$ cat config.mk
export PLATFORM = sky130hd
export DESIGN_NAME = sr_cmd_debouncer
export DESIGN_NICKNAME = d
export VERILOG_FILES = /design/src/rtl/sr_cmd_debouncer_pkg.sv /design/src/rtl/sr_btn_debounce.sv /design/src/rtl/sr_cmd_debouncer.sv
export SDC_FILE = /design/constraint.sdc
export NUM_CORES = 1
export LEC_CHECK = 0
export ABC_AREA = 1
export BUFFER_PORTS_ARGS = -buffer_cell sky130_fd_sc_hd__clkbuf_2
export CORE_MARGIN = 2
export CORE_UTILIZATION = 40
export DETAILED_ROUTE_END_ITERATION = 8
export SETUP_SLACK_MARGIN = 0.02
export SLEW_MARGIN = 10
export SYNTH_ARGS = -nofsm -noshare
export SYNTH_HDL_FRONTEND = slang
export SYNTH_SLANG_ARGS = --single-unit
$ cat constraint.sdc
create_clock -name clk -period 3.45 [get_ports clk]
set_clock_uncertainty 0.2 [all_clocks]
set_input_delay 0.5175 -clock clk [delete_from_list [all_inputs] [get_ports clk]]
set_output_delay 0.5175 -clock clk [all_outputs]
set_load 0.01 [all_outputs]
$ cat src/rtl/sr_cmd_debouncer_pkg.sv
// Shared types and helpers for the SR-latch command stage: FSM state encoding
// and a width helper for the shared pulse/holdoff timer.
`timescale 1ns/1ps
`default_nettype none

package sr_cmd_debouncer_pkg;

  typedef enum logic [1:0] {
    ST_IDLE    = 2'd0,
    ST_PULSE_S = 2'd1,
    ST_PULSE_R = 2'd2,
    ST_HOLDOFF = 2'd3
  } state_e;

  function automatic int max2(input int a, input int b);
    return (a > b) ? a : b;
  endfunction

endpackage

`default_nettype wire

$ cat src/rtl/sr_btn_debounce.sv
// One push-button channel: 2-flop synchroniser, stable-level debounce counter
// and a one-cycle request on each debounced press (0->1 only).
`timescale 1ns/1ps
`default_nettype none

module sr_btn_debounce #(
  parameter int DEB_CYCLES = 16
) (
  input  logic clk,
  input  logic rst_n,
  input  logic btn_i,
  output logic req_o
);

  localparam int            CW       = $clog2(DEB_CYCLES + 1);
  localparam logic [CW-1:0] CNT_LAST = CW'(DEB_CYCLES - 1);

  logic [1:0]    sync_q;
  logic          deb_q, deb_d;
  logic          deb_prev_q;
  logic [CW-1:0] cnt_q, cnt_d;

  // Counter only runs while the synchronised level disagrees with deb_q.
  always_comb begin
    deb_d = deb_q;
    cnt_d = '0;
    if (sync_q[1] != deb_q) begin
      if (cnt_q == CNT_LAST) begin
        deb_d = sync_q[1];
      end else begin
        cnt_d = cnt_q + 1'b1;
      end
    end
  end

  always_ff @(posedge clk or negedge rst_n) begin
    if (!rst_n) begin
      sync_q     <= 2'b00;
      deb_q      <= 1'b0;
      deb_prev_q <= 1'b0;
      cnt_q      <= '0;
    end else begin
      sync_q     <= {sync_q[0], btn_i};
      deb_q      <= deb_d;
      deb_prev_q <= deb_q;
      cnt_q      <= cnt_d;
    end
  end

  assign req_o = deb_q & ~deb_prev_q;

endmodule

`default_nettype wire

$ cat src/rtl/sr_cmd_debouncer.sv
// SR-latch command stage: debounced set/reset buttons become mutually
// exclusive, fixed-width s/r pulses separated by a holdoff dead time.
`timescale 1ns/1ps
`default_nettype none

module sr_cmd_debouncer
  import sr_cmd_debouncer_pkg::*;
#(
  parameter int DEB_CYCLES     = 16,
  parameter int PULSE_CYCLES   = 4,
  parameter int HOLDOFF_CYCLES = 8,
  parameter int RST_PRIORITY   = 1
) (
  input  logic clk,
  input  logic rst_n,
  input  logic btn_s,
  input  logic btn_r,
  output logic s,
  output logic r,
  output logic busy,
  output logic conflict
);

  localparam int            TW         = $clog2(max2(PULSE_CYCLES, HOLDOFF_CYCLES) + 1);
  localparam logic [TW-1:0] PULSE_LOAD = TW'(PULSE_CYCLES - 1);
  localparam logic [TW-1:0] HOLD_LOAD  = TW'(HOLDOFF_CYCLES - 1);

  logic req_s, req_r;

  sr_btn_debounce #(.DEB_CYCLES(DEB_CYCLES)) u_deb_s (
    .clk   (clk),
    .rst_n (rst_n),
    .btn_i (btn_s),
    .req_o (req_s)
  );

  sr_btn_debounce #(.DEB_CYCLES(DEB_CYCLES)) u_deb_r (
    .clk   (clk),
    .rst_n (rst_n),
    .btn_i (btn_r),
    .req_o (req_r)
  );

  state_e        state_q, state_d;
  logic [TW-1:0] tcnt_q, tcnt_d;
  logic          pend_s_q, pend_s_d;
  logic          pend_r_q, pend_r_d;
  logic          start_s, start_r;
  logic          conflict_d;
  logic          s_q, r_q, busy_q, conflict_q;

  always_comb begin
    state_d    = state_q;
    tcnt_d     = tcnt_q;
    start_s    = 1'b0;
    start_r    = 1'b0;
    conflict_d = 1'b0;
    unique case (state_q)
      ST_IDLE: begin
        if (pend_s_q && pend_r_q) begin
          conflict_d = 1'b1;
          if (RST_PRIORITY != 0) start_r = 1'b1;
          else                   start_s = 1'b1;
        end else if (pend_s_q) begin
          start_s = 1'b1;
        end else if (pend_r_q) begin
          start_r = 1'b1;
        end
        if (start_s) begin
          state_d = ST_PULSE_S;
          tcnt_d  = PULSE_LOAD;
        end else if (start_r) begin
          state_d = ST_PULSE_R;
          tcnt_d  = PULSE_LOAD;
        end
      end
      ST_PULSE_S, ST_PULSE_R: begin
        if (tcnt_q == '0) begin
          state_d = ST_HOLDOFF;
          tcnt_d  = HOLD_LOAD;
        end else begin
          tcnt_d = tcnt_q - 1'b1;
        end
      end
      ST_HOLDOFF: begin
        if (tcnt_q == '0) begin
          state_d = ST_IDLE;
          tcnt_d  = '0;
        end else begin
          tcnt_d = tcnt_q - 1'b1;
        end
      end
      default: begin
        state_d = ST_IDLE;
        tcnt_d  = '0;
      end
    endcase
  end

  // A request landing on the same edge its pulse starts is a new press and re-arms the flag.
  assign pend_s_d = (pend_s_q & ~start_s) | req_s;
  assign pend_r_d = (pend_r_q & ~start_r) | req_r;

  always_ff @(posedge clk or negedge rst_n) begin
    if (!rst_n) begin
      state_q    <= ST_IDLE;
      tcnt_q     <= '0;
      pend_s_q   <= 1'b0;
      pend_r_q   <= 1'b0;
      s_q        <= 1'b0;
      r_q        <= 1'b0;
      busy_q     <= 1'b0;
      conflict_q <= 1'b0;
    end else begin
      state_q    <= state_d;
      tcnt_q     <= tcnt_d;
      pend_s_q   <= pend_s_d;
      pend_r_q   <= pend_r_d;
      s_q        <= (state_d == ST_PULSE_S);
      r_q        <= (state_d == ST_PULSE_R);
      busy_q     <= (state_d != ST_IDLE);
      conflict_q <= conflict_d;
    end
  end

  assign s        = s_q;
  assign r        = r_q;
  assign busy     = busy_q;
  assign conflict = conflict_q;

endmodule

`default_nettype wire

# Yosys cells after proc, flatten, opt, wreduce, memory -nomap -nowiden
# Cells that the tools add are included.
# Widths: inputs -> output; s select.
[word_totals]
reg_bits = 30
wordCells = 71
input_bits = 4
[classes]
eq_ne = 10
add_sub_neg = 3
muxes = 25
n_reduce_logical = 7
bitwise_logic = 10
[op_table]
columns = ["cell", "count"]
rows = [
  ["$mux 5", 4],
  ["$mux 4", 4],
  ["$pmux 4 s3", 1],
  ["$mux 1", 11],
  ["$add 5x1->5 const B", 2],
  ["$eq 5x4->1 const B", 2],
  ["$mux 2", 4],
  ["$eq 2x2->1 const B", 3],
  ["$pmux 2 s3", 1],
  ["$and 1x1->1", 4],
  ["$eq 2x1->1 const B", 2],
  ["$logic_not 4->1", 1],
  ["$not 1->1", 4],
  ["$reduce_and 2->1", 2],
  ["$sub 4x1->4 const B", 1],
  ["$ne 3x1->1 const B", 1],
  ["$logic_not 2->1", 1],
  ["$ne 1x1->1", 2],
  ["$or 1x1->1", 2],
  ["$reduce_bool 2->1", 1],
  ["$reduce_or 2->1", 1],
  ["$logic_and 1x1->1", 1],
]

# Longest topological paths before layout
# Gate-level depths: netlist (run 1).
[logic_depth]
depth_word = 8
mapped_depth = 8
depth_no_buf = 8

# Hierarchy
# A second synthesis (run 1) with hierarchy kept.
[hier_totals]
cells_unflattened = 155
area_unflattened_um2 = 1408.9
[by_module_without_submodules]
columns = ["mod", "cells_each", "n_inst", "seq_area_each_um2", "area_per_inst_um2"]
rows = [
  ["sr_btn_debounce", 38, 2, 225.2, 355.3],
  ["sr_cmd_debouncer", 79, 1, 300.3, 698.2],
]

# Worst setup path after synthesis (run 1)
# Ideal clock, no wire load.
[synth_timing]
path_type = "flip-flop to flip-flop"
start = "register state_q[0]"
end = "register s_q, in the netlist s"
path_slack_ns = 1.961
stages_incl_launch_ff = 8
path_buffers = 0
arrival_time_ns = 1.173
setup_ns = 0.116
cell_sequence = "dfrtp_1 -> inv_1 -> ha_1 -> nand2_1 -> o21ai_1 -> inv_1 -> nand2_2 -> nor2_2"
[synth_via]
elab_chain_cells = 4
[synth_rtl]
columns = ["element", "line_no", "rtl"]
rows = [
  ["start: declaration", "sr_cmd_debouncer.sv:44", "state_e state_q, state_d;"],
  ["start signal: assignment", "sr_cmd_debouncer.sv:115", "state_q <= state_d;"],
  ["$eq 2x1->1 or $eq 2x2->1 (tied branches)", "sr_cmd_debouncer.sv:58", "unique case (state_q)"],
  ["$reduce_or 2->1", "sr_cmd_debouncer.sv:58", ""],
  ["$pmux 2 s3 *", "sr_cmd_debouncer.sv:58", ""],
  ["named net state_d[1]", "sr_cmd_debouncer.sv:44", ""],
  ["$eq 2x1->1 *", "sr_cmd_debouncer.sv:119", "s_q <= (state_d == ST_PULSE_S);"],
  ["end signal: assignment", "sr_cmd_debouncer.sv:119", ""],
  ["end: declaration", "sr_cmd_debouncer.sv:50", "logic s_q, r_q, busy_q, conflict_q;"],
]
# Mark *: on every way through the listed nets, which the timed path passes. The rest lies on a longest branch.
# A chain may end at the register's enable or synchronous reset.

# Final worst setup path (run 1)
# Same ends and word-level chain as after synthesis.

==> summary.md, run 1 <==
| Metric | Value |
|---|---|
| Highest clock rate | `600.9 MHz` |
| Min Clock Period, post-route | `1.664 ns` |
| Area of placed instances | `1398 µm²` |
| Fin area | `1458 µm²` |
| Row count | `20` |
| Vias in the first global route | `834` |
| Worst Path Required | `3.48 ns` |
| Worst-Skew Late Latency | `0.32 ns` |
| Slew @ Worst Pin | `0.7297 ns` |
| Final Cycle Share | `0.4824` |
| IO Port Bufs | `7` |
| TritonCTS clock tree | `done` |
| Setup TNS | `0 ns` |
| Crit end category | `register` |
| Cell depth of the worst flop-to-flop path | `7` |
| Register area share after synthesis | `0.5742` |
| Pleak | `0.7501 nW` |
| Gpl congestion | `0.8730` |
| DRT antenna net count | `0` |
| Nets | `156` |
| Hold WS | `0.03258 ns` |
| TritonCTS buffer count | `5` |
| Final WL | `2016 µm` |
| Hold buffer count at cts | `0` |
| Via count | `885` |
| Fin cells | `190` |
| Crit path top cell by count | `inv_1` |
| DRT iter0 DRCs | `26` |
| Number of distinct library cells after synthesis | `21` |
| Leading cell type in the layout, fill and taps excluded | `dfrtp_1` |
| CP max FO | `7` |
| DR pass1 iterations | `4` |
| HP Class | `primary input to async pin` |
| Die width | `61.18 µm` |
| GRT Total Usage | `0.1338` |
| Io pins | `8` |
| Post-CTS Resized | `0` |
| Peak VDD IR | `0.0002289 V` |
| Root Driver | `clkbuf_4` |
| Synthesized net count | `142` |
| Total power | `0.7938 mW` |
| Flop-to-flop setup slack | `1.79 ns` |
| Most frequent cells in the layout | `dfrtp_1, nand2_1, inv_1, nor2_1, a21oi_1` |
| Synth-to-layout area growth | `11.48%` |
| Synth Area per Inst | `9.981 µm²` |
| Initial antenna violation count | `0` |
| Vias per std cell | `4.658` |
| Ys Warns | `0` |
| Core area | `3078 µm²` |
| Pin count of the biggest net entering global routing | `31` |
| DRC | `0` |
| Initial cell density of the core | `0.4248` |
| CTS clk-pin slew, worst paths | `0.10 ns` |
| WS Path Type | `register to register` |
| Final WS setup | `1.786 ns` |
| Max-cap violations | `0` |
| Overflow after GRT | `0` |
| FF-to-FF End | `s` |
| Worst setup endpoint | `s` |
| Power Density | `544.6 nW/µm²` |
| Final hold violations | `0` |
| Antenna Cells | `0` |
| Placed Cells | `182` |
| Global-route wire length before repair | `3553 µm` |
| Largest stage delay, worst path | `0.41 ns` |
| Yosys reg bits | `30` |
| Final HPWL DP | `1497 µm` |
| Worst-path cell chain | `inv_1, ha_1, nand2_1, o21ai_1, inv_1, nand2_2, nor2_2` |
| CTS sink count | `30` |
| Synth Instances | `131` |
| Die Area | `3742 µm²` |
| Max Root-Sink Buffers | `2` |
| Fraction of layout cells with a size suffix above 1 | `0.1849` |
| CP max-delay cell | `dfrtp_1` |
| Crit path arrival time | `1.69 ns` |
| Final Max Tran Viols | `0` |
| Crit. Startpoint | `state_q[0]` |
| Chip Height | `61.18 µm` |
| Worst slack at placement | `1.792 ns` |
| Syn Std Cell Area | `1308 µm²` |
| Number of setup violations in the final report | `0` |
| Critical Path Source Type | `register` |
| RSZ-0062 raised after global routing | `false` |
| Status | `finished, final reports clean` |
| Slew HR | `0.5136` |
| Post-CTS Setup Bufs | `0` |
| Final core occ | `0.4736` |
| WL/cell | `10.61 µm` |
| RR Startpoint | `state_q[0]` |
| Htree depth | `2` |
worst min-delay path by stage:
stage / end / depth (start not counted) / start / slack (ns)
global route: tcnt_q[2] / 1 / rst_n / 0.07
finish: tcnt_q[0] / 1 / rst_n / 0.03
floorplan: busy / 0 / rst_n / 0.02
detailed placement: u_deb_s.sync_q[1] / 0 / u_deb_s.sync_q[0] / 0.14
global placement: u_deb_r.sync_q[1] / 0 / u_deb_r.sync_q[0] / 0.14
CTS: tcnt_q[0] / 1 / rst_n / 0.05
cell families after synthesis:
family / after synthesis / share of synthesized area
AND/OR/NAND/NOR: 53 / 0.1904
flip-flops: 30 / 0.5742
AO/OA/AOI/OAI: 20 / 0.08900
buffers and inverters: 16 / 0.04593
adder cells (fa/ha/maj): 7 / 0.06698
XOR/XNOR: 5 / 0.03350
Yosys cell counts:
cell	number	share of area
nor3_1	4	0.015
xor2_1	3	0.020
o211ai_1	2	0.011
inv_1	14	0.040
a21oi_2	2	0.013
nand2_4	2	0.017
dfrtp_1	30	0.57
nor2_2	4	0.019
nor2_1	11	0.032
inv_2	2	0.0057
o22ai_1	1	0.0048
nand3_1	6	0.023
nand2_1	21	0.060
ha_1	7	0.067
a21oi_1	8	0.031
xnor2_1	2	0.013
and3_1	2	0.0096
o21ai_0	4	0.015
nand2_2	3	0.014
a22oi_1	1	0.0057
o21ai_1	2	0.0077
power by group:
part           internal [mW]  total, mW  switching, mW
logic                 0.0607      0.167          0.107
clock network         0.0987      0.215          0.117
registers              0.385      0.411         0.0260
sequential cells by signal, indices dropped and copies added (netlist names):
register,count
s,1
u_deb_s.deb_prev_q,1
r,1
conflict,1
u_deb_r.deb_q,1
tcnt_q,4
u_deb_r.sync_q,2
state_q,2
pend_s_q,1
u_deb_s.cnt_q,5
busy,1
u_deb_s.deb_q,1
u_deb_r.cnt_q,5
pend_r_q,1
u_deb_s.sync_q,2
u_deb_r.deb_prev_q,1
worst max-delay path, delay by kind of cell (launching register included):
| family | cells | cell delay [ns] |
|---|---|---|
| DFF | 1 | 0.41 |
| adders and majority gates | 1 | 0.31 |
| and+or+nand+nor | 3 | 0.24 |
| buffers and inverters | 2 | 0.21 |
| AOI/OAI and AO/OA | 1 | 0.20 |
final cells by class:
type / instances / area (µm²)
Tap cell: 44 / 55.05
Multi-Input combinational cell: 85 / 496.7
Fill cell: 309 / 1620
Clock inverter: 1 / 5.005
Timing Repair Buffer: 7 / 35.03
Inverter: 16 / 60.06
Sequential cell: 30 / 750.7
Clock buffer: 7 / 55.05
per-layer routing:
| metal | track usage | wire length [µm] | vias to the layer above |
|---|---|---|---|
| met5 | 0 | 0 | - |
| met4 | 0.05590 | 24 | 0 |
| met3 | 0.05672 | 83 | 4 |
| met2 | 0.2067 | 943 | 14 |
| met1 | 0.1649 | 964 | 417 |
| li1 | - | - | 450 |
Note: power is estimated with default switching activity, not from simulation.
==> inputs of run 2 (changes only) <==
--- a/config.mk
+++ b/config.mk
@@ -5,7 +5,7 @@
 export SDC_FILE = /design/constraint.sdc
 export NUM_CORES = 1
 export LEC_CHECK = 0
-export ABC_AREA = 1
+export ABC_AREA = 0
 export BUFFER_PORTS_ARGS = -buffer_cell sky130_fd_sc_hd__clkbuf_2
 export CORE_MARGIN = 2
 export CORE_UTILIZATION = 40
==> constraint.sdc (replaced) <==
create_clock -name clk -period 1.61 [get_ports clk]
set_clock_uncertainty 0.2 [all_clocks]
set_input_delay 0.2415 -clock clk [delete_from_list [all_inputs] [get_ports clk]]
set_output_delay 0.2415 -clock clk [all_outputs]
set_load 0.01 [all_outputs]
==> run 2 against run 1 <==
Compared with the run above: the flow now finishes with violations (negative setup slack); critical path type unchanged; sequential share of layout area down 10 points; die area fell by 2.7%; routed wire length increased by 18%; highest routed layer unchanged; global-route usage increased by 1.9 points; critical path depth shrank 1; clock power grew to 2.7 times the previous value; non-clock buffer count increased by 29; synthesized cell count decreased by 12%.
==> summary.md, run 2 <==
| Metric | Value |
|---|---|
| Vias per std cell | `4.614 (-0.95%)` |
| Die width | `60.35 µm (-1.4%)` |
| Global-route wire length before repair | `3857 µm (+8.6%)` |
| GRT Total Usage | `0.1531 (+0.01931)` |
| Chip Height | `60.35 µm (-1.4%)` |
| Area of the multi-input gates | `633.1 µm² (+27%)` |
| Number of distinct library cells after synthesis | `26 (+24%)` |
| Worst-Skew Late Latency | `0.33 ns (about the same)` |
| Highest clock rate | `559.0 MHz (-7.0%)` |
| Int Power | `2.145 mW (+290%)` |
| Crit end category | `register` |
| Max-cap violations | `0 (unchanged)` |
| Commonest register cell after synthesis | `dfrtp_1` |
| Power Density | `1798 nW/µm² (+230%)` |
| Fillers | `254 (-18%)` |
| Total power | `3.289 mW (+310%)` |
| DR pass1 iterations | `4 (unchanged)` |
| EDFF count, synth | `0 (unchanged)` |
| Initial antenna violation count | `0 (unchanged)` |
| CTS clk-pin slew, worst paths | `0.10 ns (about the same)` |
| Synthesized net count | `126 (-11%)` |
| Slew HR | `0.6929 (+0.1793)` |
| Vias in the first global route | `933 (+12%)` |
| TritonCTS buffer count | `5 (unchanged)` |
| Row count | `20 (unchanged)` |
| Most frequent cell after synthesis | `dfrtp_1` |
| Sw Ratio | `0.3477 (+0.03333)` |
| WS Path Type | `register to register` |
| Post-synth ARST share | `1.000 (unchanged)` |
| Nets | `168 (+7.7%)` |
| Synth-to-layout area growth | `44.04%` |
| Leading cell type in the layout, fill and taps excluded | `dfrtp_1` |
| Final Max Tran Viols | `0 (unchanged)` |
| Worst Path Required | `1.63 ns (-1.85 ns)` |
| IO Port Bufs | `7 (unchanged)` |
| Via count | `932 (+5.3%)` |
| Number of setup violations in the final report | `6 (+6)` |
| Final Cycle Share | `1.111 (+0.6287)` |
| CTS sink count | `30 (unchanged)` |
| Pin count of the biggest net entering global routing | `31 (unchanged)` |
| Overflow after GRT | `0 (unchanged)` |
| Final hold violations | `0 (unchanged)` |
| Ys Warns | `0 (unchanged)` |
| Status | `complete, but fails checks` |
| Worst slack at placement | `-0.2148 ns (-2.007 ns)` |
| Initial cell density of the core | `0.4194 (-0.005375)` |
| Hold WS | `0.1552 ns (+0.1227 ns)` |
| DRT iter0 DRCs | `15 (-42%)` |
| Min Clock Period, post-route | `1.789 ns (+0.1247 ns)` |
| Sequential fraction of design power | `0.289 (-0.229)` |
| Setup TNS | `-0.6506 ns (-0.6506 ns)` |
| Syn Std Cell Area | `1270 µm² (-2.9%)` |
| Synth Instances | `115 (-12%)` |
| Post-synth top cells | `dfrtp_1, nor2_1, inv_1, o21ai_0, ha_1` |
| DRC | `0 (unchanged)` |
| WL/cell | `11.77 µm (+11%)` |
| Crit path arrival time | `1.80 ns (+0.11 ns)` |
| Combinational share of power | `0.534 (+0.323)` |
| Antenna Cells | `0 (unchanged)` |
| DRT antenna net count | `0 (unchanged)` |
| Seq. cell area | `750.7 µm² (unchanged)` |
| Net switching power | `1.143 mW (+360%)` |
| Pleak | `0.8921 nW (+19%)` |
| Post-synth top area share | `0.5911 (+0.01697)` |
| Final HPWL DP | `1543 µm (+3.1%)` |
| Top cells by area, synth | `dfrtp_1, ha_1, nor2_1` |
| Failing checks | `negative setup slack` |
| HP Class | `register to register` |
| Gpl congestion | `0.7871 (-9.8%)` |
| Core area | `3028 µm² (-1.6%)` |
| Slew @ Worst Pin | `0.4559 ns (-0.2738 ns)` |
| Yosys reg bits | `30 (unchanged)` |
| Die Area | `3642 µm² (-2.7%)` |
| Peak VDD IR | `0.0007421 V (+220%)` |
| Io pins | `8 (unchanged)` |
| RSZ-0062 raised after global routing | `true` |
| Final WS setup | `-0.1788 ns (-1.965 ns)` |
| Largest area contributor in the netlist | `dfrtp_1` |
| Clock power share | `0.177 (-0.094)` |
| TritonCTS clock tree | `done` |
| Root Driver | `clkbuf_4` |
| Max Root-Sink Buffers | `2 (unchanged)` |
| Synth Area per Inst | `11.04 µm² (+11%)` |
| Top flop regs | `u_deb_r.cnt_q x5, u_deb_s.cnt_q x5, tcnt_q x4` |
| CP max FO | `5 (-2)` |
| Final WL | `2377 µm (+18%)` |
| Most frequent cells in the layout | `dfrtp_1, buf_4, nor2_1, o21ai_0, inv_1` |
| Critical Path Source Type | `register` |
| Htree depth | `2 (unchanged)` |
| Fraction of layout cells with a size suffix above 1 | `0.4051 (+0.2201)` |
| Register area share after synthesis | `0.5911 (+0.01697)` |
==> run 2: cell families (layout without fill, tap and decap cells) <==
logic type / Yosys count / count (layout) / share of synthesized area
DFF: 30 / 30 / 0.5911
AOI/OAI and AO/OA: 22 / 22 / 0.1113
adders and majority gates: 7 / 7 / 0.06896
and+or+nand+nor: 37 / 37 / 0.1488
buffers and inverters: 13 / 56 / 0.03842
xor gates and xnor gates: 6 / 6 / 0.04138
==> run 2: final cells by class <==
cell class              count  share of cell area
repair buffers             36              0.1464
clock buffers               5             0.02052
flip-flops and latches     30              0.4104
multi-input cells          72              0.3461
well taps                  44             0.03010
clock inverters             3             0.02189
inverters                  12             0.02462
==> run 2: metal layers <==
metal | track usage | up-vias | part of all wire
li1 | - | 468 | -
met1 | 0.1620 | 447 | 0.41
met2 | 0.2624 | 13 | 0.55
met3 | 0.05757 | 4 | 0.032
met4 | 0.08571 | 0 | 0.016
met5 | 0 | - | 0
==> run 2: final timing paths <==
path / startpoint / to / slack (ns) / depth (start not counted)
min reg2reg: u_deb_r.sync_q[0] / u_deb_r.sync_q[1] / 0.16 / 0
min: u_deb_r.sync_q[0] / u_deb_r.sync_q[1] / 0.16 / 0
max in group asynchronous: rst_n / u_deb_s.deb_prev_q / 0.70 / 3
min in group asynchronous: rst_n / tcnt_q[0] / 0.25 / 3
max reg2reg: tcnt_q[0] / busy / -0.18 / 6
max: tcnt_q[0] / busy / -0.18 / 6
==> run 2: power groups by stage <==
stage	Sequential, mW	Clock [mW]	Combinational (mW)
2_1_floorplan	0.967	0	0.559
3_3_place_gp	0.946	0	1.04
3_5_place_dp	0.949	0	1.07
4_1_cts	0.948	0.606	1.50
5_1_grt	0.961	0.638	1.88
6_report	0.951	0.583	1.75
==> run 2: worst max-delay path: stages, from the launching register on <==
cell	delay, ns
dfrtp_1	0.41
inv_2	0.08
ha_4	0.15
or3b_4	0.39
a21oi_2	0.20
o2bb2ai_4	0.10
nand2b_1	0.14
==> run 2: metrics by stage <==
step,std cells,utilization,cell area (µm²)
4_1_cts,197,0.5748,1740
3_5_place_dp,182,0.4938,1495
6_report,202,0.6041,1829
3_3_place_gp,182,0.4938,1495
2_1_floorplan,115,-,1282
5_1_grt,202,0.6041,1829
==> run 2: timing repair <==
| item | in CTS | in global routing |
|---|---|---|
| pin swaps | 9 | 9 |
| endpoints found under the setup margin | 9 | 9 |
| hold buffers | 3 | 0 |
| buffers inserted | 5 | 5 |
| cloned | 0 | 0 |
| endpoints found under the hold margin | 32 | 0 |
| gates resized for setup | 23 | 9 |
